<file path="src/rtl/busca_maior_pkg.sv">
// rtl/busca_maior_pkg.sv - shared widths, frame limit and FSM state encoding for busca_maior
package busca_maior_pkg;

    localparam int DATA_W       = 8;
    localparam int CNT_W        = 8;
    localparam int MAX_AMOSTRAS = 255;

    typedef enum logic {
        COLETA  = 1'b0,
        ENTREGA = 1'b1
    } estado_t;

endpackage

</file>
<file path="src/rtl/busca_maior_if.sv">
// rtl/busca_maior_if.sv - sample-in / result-out handshake bundle for busca_maior
interface busca_maior_if;
    import busca_maior_pkg::*;

    logic              in_valid;
    logic              in_ready;
    logic [DATA_W-1:0] in_data;
    logic              out_valid;
    logic              out_ready;
    logic [DATA_W-1:0] out_max;
    logic [CNT_W-1:0]  out_idx;
    logic [CNT_W-1:0]  out_rep;

    // Block side: consumes samples, produces the frame result
    modport slave (
        input  in_valid, in_data, out_ready,
        output in_ready, out_valid, out_max, out_idx, out_rep
    );

    // Environment side: produces samples, consumes the frame result
    modport master (
        output in_valid, in_data, out_ready,
        input  in_ready, out_valid, out_max, out_idx, out_rep
    );

endinterface

</file>
<file path="src/rtl/busca_maior_cmp.sv">
// rtl/busca_maior_cmp.sv - 8-bit tree comparator, flags a>b (M) and a==b (I)
module busca_maior_cmp
    import busca_maior_pkg::*;
(
    input  logic [DATA_W-1:0] i_a,
    input  logic [DATA_W-1:0] i_b,
    output logic              o_m,
    output logic              o_i
);

    logic [7:0] w_g0, w_e0;
    logic [3:0] w_g1, w_e1;
    logic [1:0] w_g2, w_e2;

    // Bit-level flags merged pairwise: the upper half decides unless it is equal
    always_comb begin
        w_g0 = i_a & ~i_b;
        w_e0 = ~(i_a ^ i_b);
        for (int k = 0; k < 4; k++) begin
            w_g1[k] = w_g0[2*k+1] | (w_e0[2*k+1] & w_g0[2*k]);
            w_e1[k] = w_e0[2*k+1] & w_e0[2*k];
        end
        for (int k = 0; k < 2; k++) begin
            w_g2[k] = w_g1[2*k+1] | (w_e1[2*k+1] & w_g1[2*k]);
            w_e2[k] = w_e1[2*k+1] & w_e1[2*k];
        end
        o_m = w_g2[1] | (w_e2[1] & w_g2[0]);
        o_i = w_e2[1] & w_e2[0];
    end

endmodule

</file>
<file path="src/rtl/busca_maior.sv">
// rtl/busca_maior.sv - streaming frame max-finder: maximum, first index and repetition count
module busca_maior
    import busca_maior_pkg::*;
#(
    parameter int N_AMOSTRAS = 8
)(
    input  logic         clk,
    input  logic         rst,
    busca_maior_if.slave bus
);

    if (N_AMOSTRAS < 1 || N_AMOSTRAS > MAX_AMOSTRAS) begin : g_bad_n_amostras
        $error("busca_maior: N_AMOSTRAS out of range 1..255");
    end

    localparam logic [CNT_W-1:0] LAST_CNT = CNT_W'(N_AMOSTRAS - 1);

    estado_t           r_state;
    logic [CNT_W-1:0]  r_cnt;
    logic [DATA_W-1:0] r_max;
    logic [CNT_W-1:0]  r_idx;
    logic [CNT_W-1:0]  r_rep;
    logic              r_in_ready;
    logic              r_out_valid;

    logic              w_m;
    logic              w_i;
    logic              w_accept;

    busca_maior_cmp u_cmp (
        .i_a (bus.in_data),
        .i_b (r_max),
        .o_m (w_m),
        .o_i (w_i)
    );

    assign w_accept = bus.in_valid & r_in_ready;

    // Frame FSM with counter and max/idx/rep bank; handshake outputs are registered alongside the state
    always_ff @(posedge clk or posedge rst) begin
        if (rst) begin
            r_state     <= COLETA;
            r_cnt       <= '0;
            r_max       <= '0;
            r_idx       <= '0;
            r_rep       <= '0;
            r_in_ready  <= 1'b1;
            r_out_valid <= 1'b0;
        end else begin
            case (r_state)
                COLETA: begin
                    if (w_accept) begin
                        if (r_cnt == '0 || w_m) begin
                            // First sample of a frame or a strictly larger one restarts the tally
                            r_max <= bus.in_data;
                            r_idx <= r_cnt;
                            r_rep <= CNT_W'(1);
                        end else if (w_i) begin
                            // Equal sample: keep the earliest index, only count the repeat
                            r_rep <= r_rep + CNT_W'(1);
                        end
                        if (r_cnt == LAST_CNT) begin
                            r_cnt       <= '0;
                            r_state     <= ENTREGA;
                            r_in_ready  <= 1'b0;
                            r_out_valid <= 1'b1;
                        end else begin
                            r_cnt <= r_cnt + CNT_W'(1);
                        end
                    end
                end
                ENTREGA: begin
                    if (bus.out_ready) begin
                        r_state     <= COLETA;
                        r_in_ready  <= 1'b1;
                        r_out_valid <= 1'b0;
                    end
                end
                default: begin
                    r_state     <= COLETA;
                    r_in_ready  <= 1'b1;
                    r_out_valid <= 1'b0;
                end
            endcase
        end
    end

    assign bus.in_ready  = r_in_ready;
    assign bus.out_valid = r_out_valid;
    assign bus.out_max   = r_max;
    assign bus.out_idx   = r_idx;
    assign bus.out_rep   = r_rep;

endmodule

</file>
<file path="src/flat_wrapper.sv">
// flat-port wrapper written by rule: the top's interface ports become plain ports
module busca_maior_flat import busca_maior_pkg::*;
#(
    parameter int N_AMOSTRAS = 8
)
  (clk, rst, bus_in_valid, bus_in_data, bus_out_ready, bus_in_ready, bus_out_valid, bus_out_max, bus_out_idx, bus_out_rep);
  busca_maior_if bus_i ();
  input  logic clk;
  input  logic rst;
  input wire logic [$bits(bus_i.in_valid)-1:0] bus_in_valid;
  input wire logic [$bits(bus_i.in_data)-1:0] bus_in_data;
  input wire logic [$bits(bus_i.out_ready)-1:0] bus_out_ready;
  output wire logic [$bits(bus_i.in_ready)-1:0] bus_in_ready;
  output wire logic [$bits(bus_i.out_valid)-1:0] bus_out_valid;
  output wire logic [$bits(bus_i.out_max)-1:0] bus_out_max;
  output wire logic [$bits(bus_i.out_idx)-1:0] bus_out_idx;
  output wire logic [$bits(bus_i.out_rep)-1:0] bus_out_rep;
  assign bus_i.in_valid = bus_in_valid;
  assign bus_i.in_data = bus_in_data;
  assign bus_i.out_ready = bus_out_ready;
  assign bus_in_ready = bus_i.in_ready;
  assign bus_out_valid = bus_i.out_valid;
  assign bus_out_max = bus_i.out_max;
  assign bus_out_idx = bus_i.out_idx;
  assign bus_out_rep = bus_i.out_rep;
  busca_maior #(.N_AMOSTRAS(N_AMOSTRAS)) u_core (.clk(clk), .rst(rst), .bus(bus_i));
endmodule
</file>
<file path="config.mk">
export PLATFORM = sky130hd
export DESIGN_NAME = busca_maior_flat
export DESIGN_NICKNAME = d
export VERILOG_FILES = /design/src/rtl/busca_maior_pkg.sv /design/src/rtl/busca_maior_if.sv /design/src/rtl/busca_maior_cmp.sv /design/src/rtl/busca_maior.sv /design/src/flat_wrapper.sv
export SDC_FILE = /design/constraint.sdc
export NUM_CORES = 1
export LEC_CHECK = 0
export ABC_AREA = 0
export CAP_MARGIN = 15
export CORE_ASPECT_RATIO = 0.7
export CORE_MARGIN = 2
export CORE_UTILIZATION = 47
export CTS_BUF_LIST = sky130_fd_sc_hd__clkbuf_8
export CTS_CLUSTER_DIAMETER = 60
export DETAILED_ROUTE_END_ITERATION = 7
export PLACE_DENSITY_LB_ADDON = 0.12
export SYNTH_ARGS = -nofsm -noshare
export SYNTH_HDL_FRONTEND = slang
export SYNTH_SLANG_ARGS = --single-unit
</file>
<file path="constraint.sdc">
create_clock -name clk -period 2.2 [get_ports clk]
set_clock_uncertainty 0.15 [all_clocks]
set_input_delay 0.22 -clock clk [delete_from_list [all_inputs] [get_ports clk]]
set_output_delay 0.22 -clock clk [all_outputs]
set_load 0.02 [all_outputs]
</file>
==> Word level (Yosys, flattened, before mapping) <==
Cells that the tools add are included.
{ "word_totals": {"reg_bits": 35, "in_bits": 12, "output_inout_bits": 26, "wordCells": 62} }
{ "op_classes": {"n_addsub": 2, "n_eq_ne": 4, "n_mux": 15, "bitwise_logic": 27, "reduce_logical": 7} }
{ "ops": {"columns": ["op", "n"], "rows": [
  ["two-way mux 8 bit", 3],
  ["adder 8 x 1 -> 8 bit, second input constant", 2],
  ["NOT 8 bit", 2],
  ["AND 1 bit", 15],
  ["two-way mux 1 bit", 9],
  ["AND reduction 3 bit", 3],
  ["AND 8 bit", 1],
  ["equality test 8 x 3 -> 1 bit, second input constant", 1],
  ["logical NOT 8 bit", 1],
  ["bitwise XOR 8 bit", 1],
  ["bitwise OR 1 bit", 7],
  ["case mux 1 bit (2 select lines)", 3],
  ["!= test 2 x 1 -> 1 bit, second input constant", 2],
  ["!= test 2 bit, second input constant", 1],
  ["AND reduction 2 bit", 1],
  ["nonzero test 2 bit", 1],
  ["logical OR 1 bit", 1],
  ["NOT 1 bit", 1]
]} }

==> Longest topological paths before layout <==
{ "depth": {"word_depth": 11, "ltp_mapped": 8, "ltp_nobuf": 7} }

==> Hierarchy <==
Synthesis repeated with hierarchy kept, for this count alone.
{ "hier_totals": {"cells_unflattened": 154, "hier_area_um2": 1808.0} }
{ "modules_own_cells": {"columns": ["mod", "n_inst", "cells_per_inst", "area_each_um2", "seq_area_each_um2"], "rows": [
  ["busca_maior", 1, 127, 1612.8, 877.1],
  ["busca_maior_cmp", 1, 27, 195.2, 0.0]
]} }

==> Least setup slack after synthesis <==
Ideal clock, no wire load.
{ "synth_path": {"path_kind": "register -> register", "from": "register u_core.r_max[3] (netlist: u_core.bus.out_max[3])", "to": "register u_core.r_idx[1] (netlist: u_core.bus.out_idx[1])", "setup_ns": 0.125, "t_arrival_ns": 1.968, "required_ns": 1.925, "path_slack_ns": -0.043, "path_stages_with_launch": 9, "path_buffers": 1, "synth_period_minus_slack_ns": 2.243, "path_cell_list": "dfrtp_1 inv_1 ha_1 nand2_1 o21ai_0 a221oi_4 nor2_4 buf_6 mux2_4"} }
{ "synth_between": {"elab_chain_len": 9, "elab_cells_between_ends": 13, "cone_classes": "bitwise (11); reduce/logical (2)"} }
{ "synth_rtl": {"columns": ["item", "line", "source"], "rows": [
  ["start: declaration", "busca_maior.sv:20", "logic [DATA_W-1:0] r_max;"],
  ["start signal: assignment", "busca_maior.sv:55", "r_max <= bus.in_data;"],
  ["bitwise XOR 8 bit", "busca_maior_cmp.sv:18", "w_e0 = ~(i_a ^ i_b);"],
  ["NOT 8 bit", "busca_maior_cmp.sv:18", null],
  ["AND 1 bit, on equally long branches", "busca_maior_cmp.sv:20, busca_maior_cmp.sv:21", null],
  ["bitwise OR 1 bit / AND 1 bit (equally long branches)", "busca_maior_cmp.sv:20, busca_maior_cmp.sv:24", null],
  ["bitwise OR 1 bit (*)", "busca_maior_cmp.sv:24", "w_g2[k] = w_g1[2*k+1] | (w_e1[2*k+1] & w_g1[2*k]);"],
  ["AND 1 bit (*)", "busca_maior_cmp.sv:27", "o_m = w_g2[1] | (w_e2[1] & w_g2[0]);"],
  ["bitwise OR 1 bit (*)", "busca_maior_cmp.sv:27", null],
  ["logical OR 1 bit (*)", "busca_maior.sv:53", "if (r_cnt == '0 || w_m) begin"],
  ["AND reduction 3 bit (no line) (*)", null, null],
  ["end signal: assignment", "busca_maior.sv:56", "r_idx <= r_cnt;"],
  ["end: declaration", "busca_maior.sv:21", "logic [CNT_W-1:0] r_idx;"]
]} }
Mark *: on every way between the ends. The rest lies on a longest branch, timed or not.
A chain may end at the register's enable or synchronous reset.

==> Worst setup path in the final report <==
{ "layout_path": {"from": "input bus_in_data[3]", "to": "register u_core.r_rep[3] (netlist: u_core.bus.out_rep[3])"} }
{ "layout_between": {"elab_chain_len": 10, "elab_cells_between_ends": 16, "cone_classes": "mux (1); bitwise (12); reduce/logical (3)"} }
{ "layout_rtl": {"columns": ["item", "line", "source"], "rows": [
  ["start: declaration", "flat_wrapper.sv:11", "input wire logic [$bits(bus_i.in_data)-1:0] bus_in_data;"],
  ["bitwise XOR 8 bit", "busca_maior_cmp.sv:18", null],
  ["NOT 8 bit", "busca_maior_cmp.sv:18", null],
  ["AND 1 bit, on equally long branches", "busca_maior_cmp.sv:20, busca_maior_cmp.sv:21", null],
  ["bitwise OR 1 bit / AND 1 bit (equally long branches)", "busca_maior_cmp.sv:20, busca_maior_cmp.sv:24", null],
  ["bitwise OR 1 bit", "busca_maior_cmp.sv:24", null],
  ["AND 1 bit", "busca_maior_cmp.sv:27", null],
  ["bitwise OR 1 bit", "busca_maior_cmp.sv:27", null],
  ["logical OR 1 bit", "busca_maior.sv:53", null],
  ["nonzero test 2 bit (no line)", null, null],
  ["AND reduction 3 bit (no line)", null, null],
  ["end signal: assignment", "busca_maior.sv:60", "r_rep <= r_rep + CNT_W'(1);"],
  ["end: declaration", "busca_maior.sv:22", "logic [CNT_W-1:0] r_rep;"]
]} }
Several ways; a longest one is shown, not always the timed one.

==> metrics.txt <==
yosys warns 0; Distinct cells, synth 33; Clock Pin Slew Worst Setup and Hold Paths 0.07 ns; PnR Total Power 0.002945 W; Post-DP HPWL 2.830 mm; most common cell after layout, fill and taps aside clkdlybuf4s50_1; RSZ-0062 raised after global routing no; fraction of layout cells with a size suffix above 1 25.59%; Setup crit end kind flop; min-delay worst type in2async; commonest cells after routing, fill and taps aside 37 x clkdlybuf4s50_1, 32 x dfrtp_1, 18 x nand2_1; Worst R2R Path Depth 9; synth top area cells dfrtp_1 48%, ha_1 7.7%, mux2_4 7.6%; post-synth top area share 47.55%; FF-to-FF End u_core.bus.out_rep[3]$_DFFE_PP0P_; clock group share of total power 14.4%; H-tree depth 2; syn_nets 177; DP Area 2327 um^2; Yosys reg bits 35; largest net degree at the start of global routing 22; Max clock buf depth 2; worst slack at placement -0.2276 ns; Sink Count 35; PwrDens 1185 nW/um^2; Post-Route WL 3.799 mm; crit-path max FO 8; CTS Buf Count 5; Sw Ratio 37.56%; DRT Pass-1 Iters 4; Nets 233; Combinational Power Share 52.2%; final worst-path cycle share 96.42%; Final GP Congestion 0.8659; # rows 18; Routed WL per cell 14.56 um; Layout area overhead 38.95%; async set or reset register ratio after synthesis 100.0%; CP Data Required Time 2.21 ns; Skew-Pair Late Insertion Delay 0.28 ns; post-synthesis cell count 154; number of remaining DRC errors 0; Die W 77.75 um; Max Used Layer met3; Syn Area/Cell 11.62 um^2; core area 3581 um^2; post-synthesis cell area 1789 um^2; worst r2r src u_core.bus.out_max[3]$_DFFE_PP0P_; Final Cell Area 2486 um^2; grt ovf 0; Tot GR Track Use 19.33%; drt initial violations 66; TritonCTS clock tree yes; number of synthesized flops with an enable pin 0; initial antenna violation count 0; first-pass GRT wire length 6.541 mm; num ports 38; VDD IR max 537.3 uV; CP Launch Type primary input; starting density of the core 49.97%; CTS Hold Bufs 0; fillers 269; Tmin final 2.121 ns; Data arrival, critical path 2.13 ns; CP Class in2reg; Root Driver clkbuf_8; Final Hold Fails 0; Synth Flop Type dfrtp_1; n_diodes 0; worst setup margin 0.07875 ns; max frequency 471.4 MHz; Least-Margin Pin Slew 0.6136 ns; P_int 0.001839 W; relative slew slack 59.05%; Final setup viols 0; IO Port Bufs 37; die footprint 4324 um^2; vias in the first global route 1395; Die Y 55.62 um; met3 WL 230 um; met2 WL 1.775 mm; drt via density 5.157; R2R setup slack 0.09 ns; Synth area leader dfrtp_1; via count 1346; Sw Pwr 0.001106 W; wire length on met1 1.793 mm; status finished clean; post-synthesis sequential area ratio 49.02%; sequential fraction of design power 33.4%; Max-cap violations 0; Routed Antenna Nets 0; FF+latch area 879.6 um^2; Leak 1.137 nW; max-slew violation count 0; area occupied by multi-input gates 894.6 um^2
[registers in the layout, summed over array words and instances (netlist names)]
register / count
u_core.bus.in_ready: 1
u_core.bus.out_idx: 8
u_core.bus.out_rep: 8
u_core.r_state: 1
u_core.bus.out_valid: 1
u_core.bus.out_max: 8
u_core.r_cnt: 8
[how the worst max path moves through the flow]
stage / cells after the start / end / start / slack, ns
6_report: 9 / u_core.bus.out_rep[3]$_DFFE_PP0P_ / bus_in_data[3] / 0.08
5_1_grt: 8 / u_core.bus.out_rep[3]$_DFFE_PP0P_ / u_core.bus.out_max[7]$_DFFE_PP0P_ / 0.0006
4_1_cts: 8 / u_core.bus.out_rep[3]$_DFFE_PP0P_ / u_core.bus.out_max[7]$_DFFE_PP0P_ / 0.04
3_5_place_dp: 8 / u_core.bus.out_rep[3]$_DFFE_PP0P_ / bus_in_data[7] / -0.23
3_3_place_gp: 8 / u_core.bus.out_rep[4]$_DFFE_PP0P_ / bus_in_data[7] / -0.13
2_1_floorplan: 8 / u_core.bus.out_max[7]$_DFFE_PP0P_ / u_core.bus.out_max[3]$_DFFE_PP0P_ / 0.007
[routing by layer]
layer / global-route usage, % / up-vias
met5: 0 / -
met4: 4.337 / 0
met3: 7.143 / 0
met2: 30.17 / 45
met1: 25.79 / 652
li1: - / 649
[critical path, stage by stage]
cell             delay [ns]
clkdlybuf4s50_1        0.48
ha_4                   0.31
nand2_1                0.07
buf_4                  0.15
nor4_4                 0.26
buf_6                  0.17
nand4_1                0.11
xnor2_1                0.16
a22o_1                 0.21
[cells in the mapped netlist (all sizes together), types with 2 or more instances]
cell type  instances
dfrtp             34
nand2             18
mux2              16
inv               14
ha                11
xnor2              8
o21ai              6
a21oi              5
a31oi              5
nand3              5
nand4              4
nor2               4
and3               3
a22o               2
and4               2
buf                2
nand2b             2
nor4               2
[per-stage QoR]
stage               util (%)  std cells  hold WS [ns]  TNS, ns
global placement       64.99        251        0.3149   -2.055
global route           69.43        261        0.2067        0
detailed placement     64.99        251        0.3220   -3.823
finish                 69.43        261        0.1612        0
floorplan                  -        154        0.1664        0
CTS                    67.26        259        0.1791        0
[layout make-up]
cell class / count / share of cell area [%]
clock buffers: 5 / 2.768
clock inverters: 3 / 0.5033
inverters: 14 / 2.114
multi-input cells: 102 / 35.98
flip-flops and latches: 35 / 35.38
well taps: 50 / 2.516
repair buffers: 52 / 20.73
[kinds of logic (layout without fill, tap and decap cells)]
logic type	after synthesis	after routing	synth area share, %
AOI/OAI and AO/OA	22	22	8.672
xor gates and xnor gates	9	9	4.406
DFF	35	35	49.02
and+or+nand+nor	44	44	14.20
buffers and inverters	17	74	4.055
muxes	16	16	11.96
adders and majority gates	11	11	7.692
[power groups by stage]
stage | registers [W] | logic, W | clock network, W
3_5_place_dp | 0.000994 | 0.00144 | 0
5_1_grt | 0.00101 | 0.00167 | 0.000481
4_1_cts | 0.000981 | 0.00144 | 0.000437
3_3_place_gp | 0.000977 | 0.00140 | 0
2_1_floorplan | 0.00115 | 0.000714 | 0
6_report | 0.000983 | 0.00154 | 0.000425
[repair_timing]
action / in CTS / in global routing
gates resized for setup: 0 / 13
setup buffers: 0 / 2
setup endpoints to repair: 0 / 21
(Power assumes the default switching activity.)
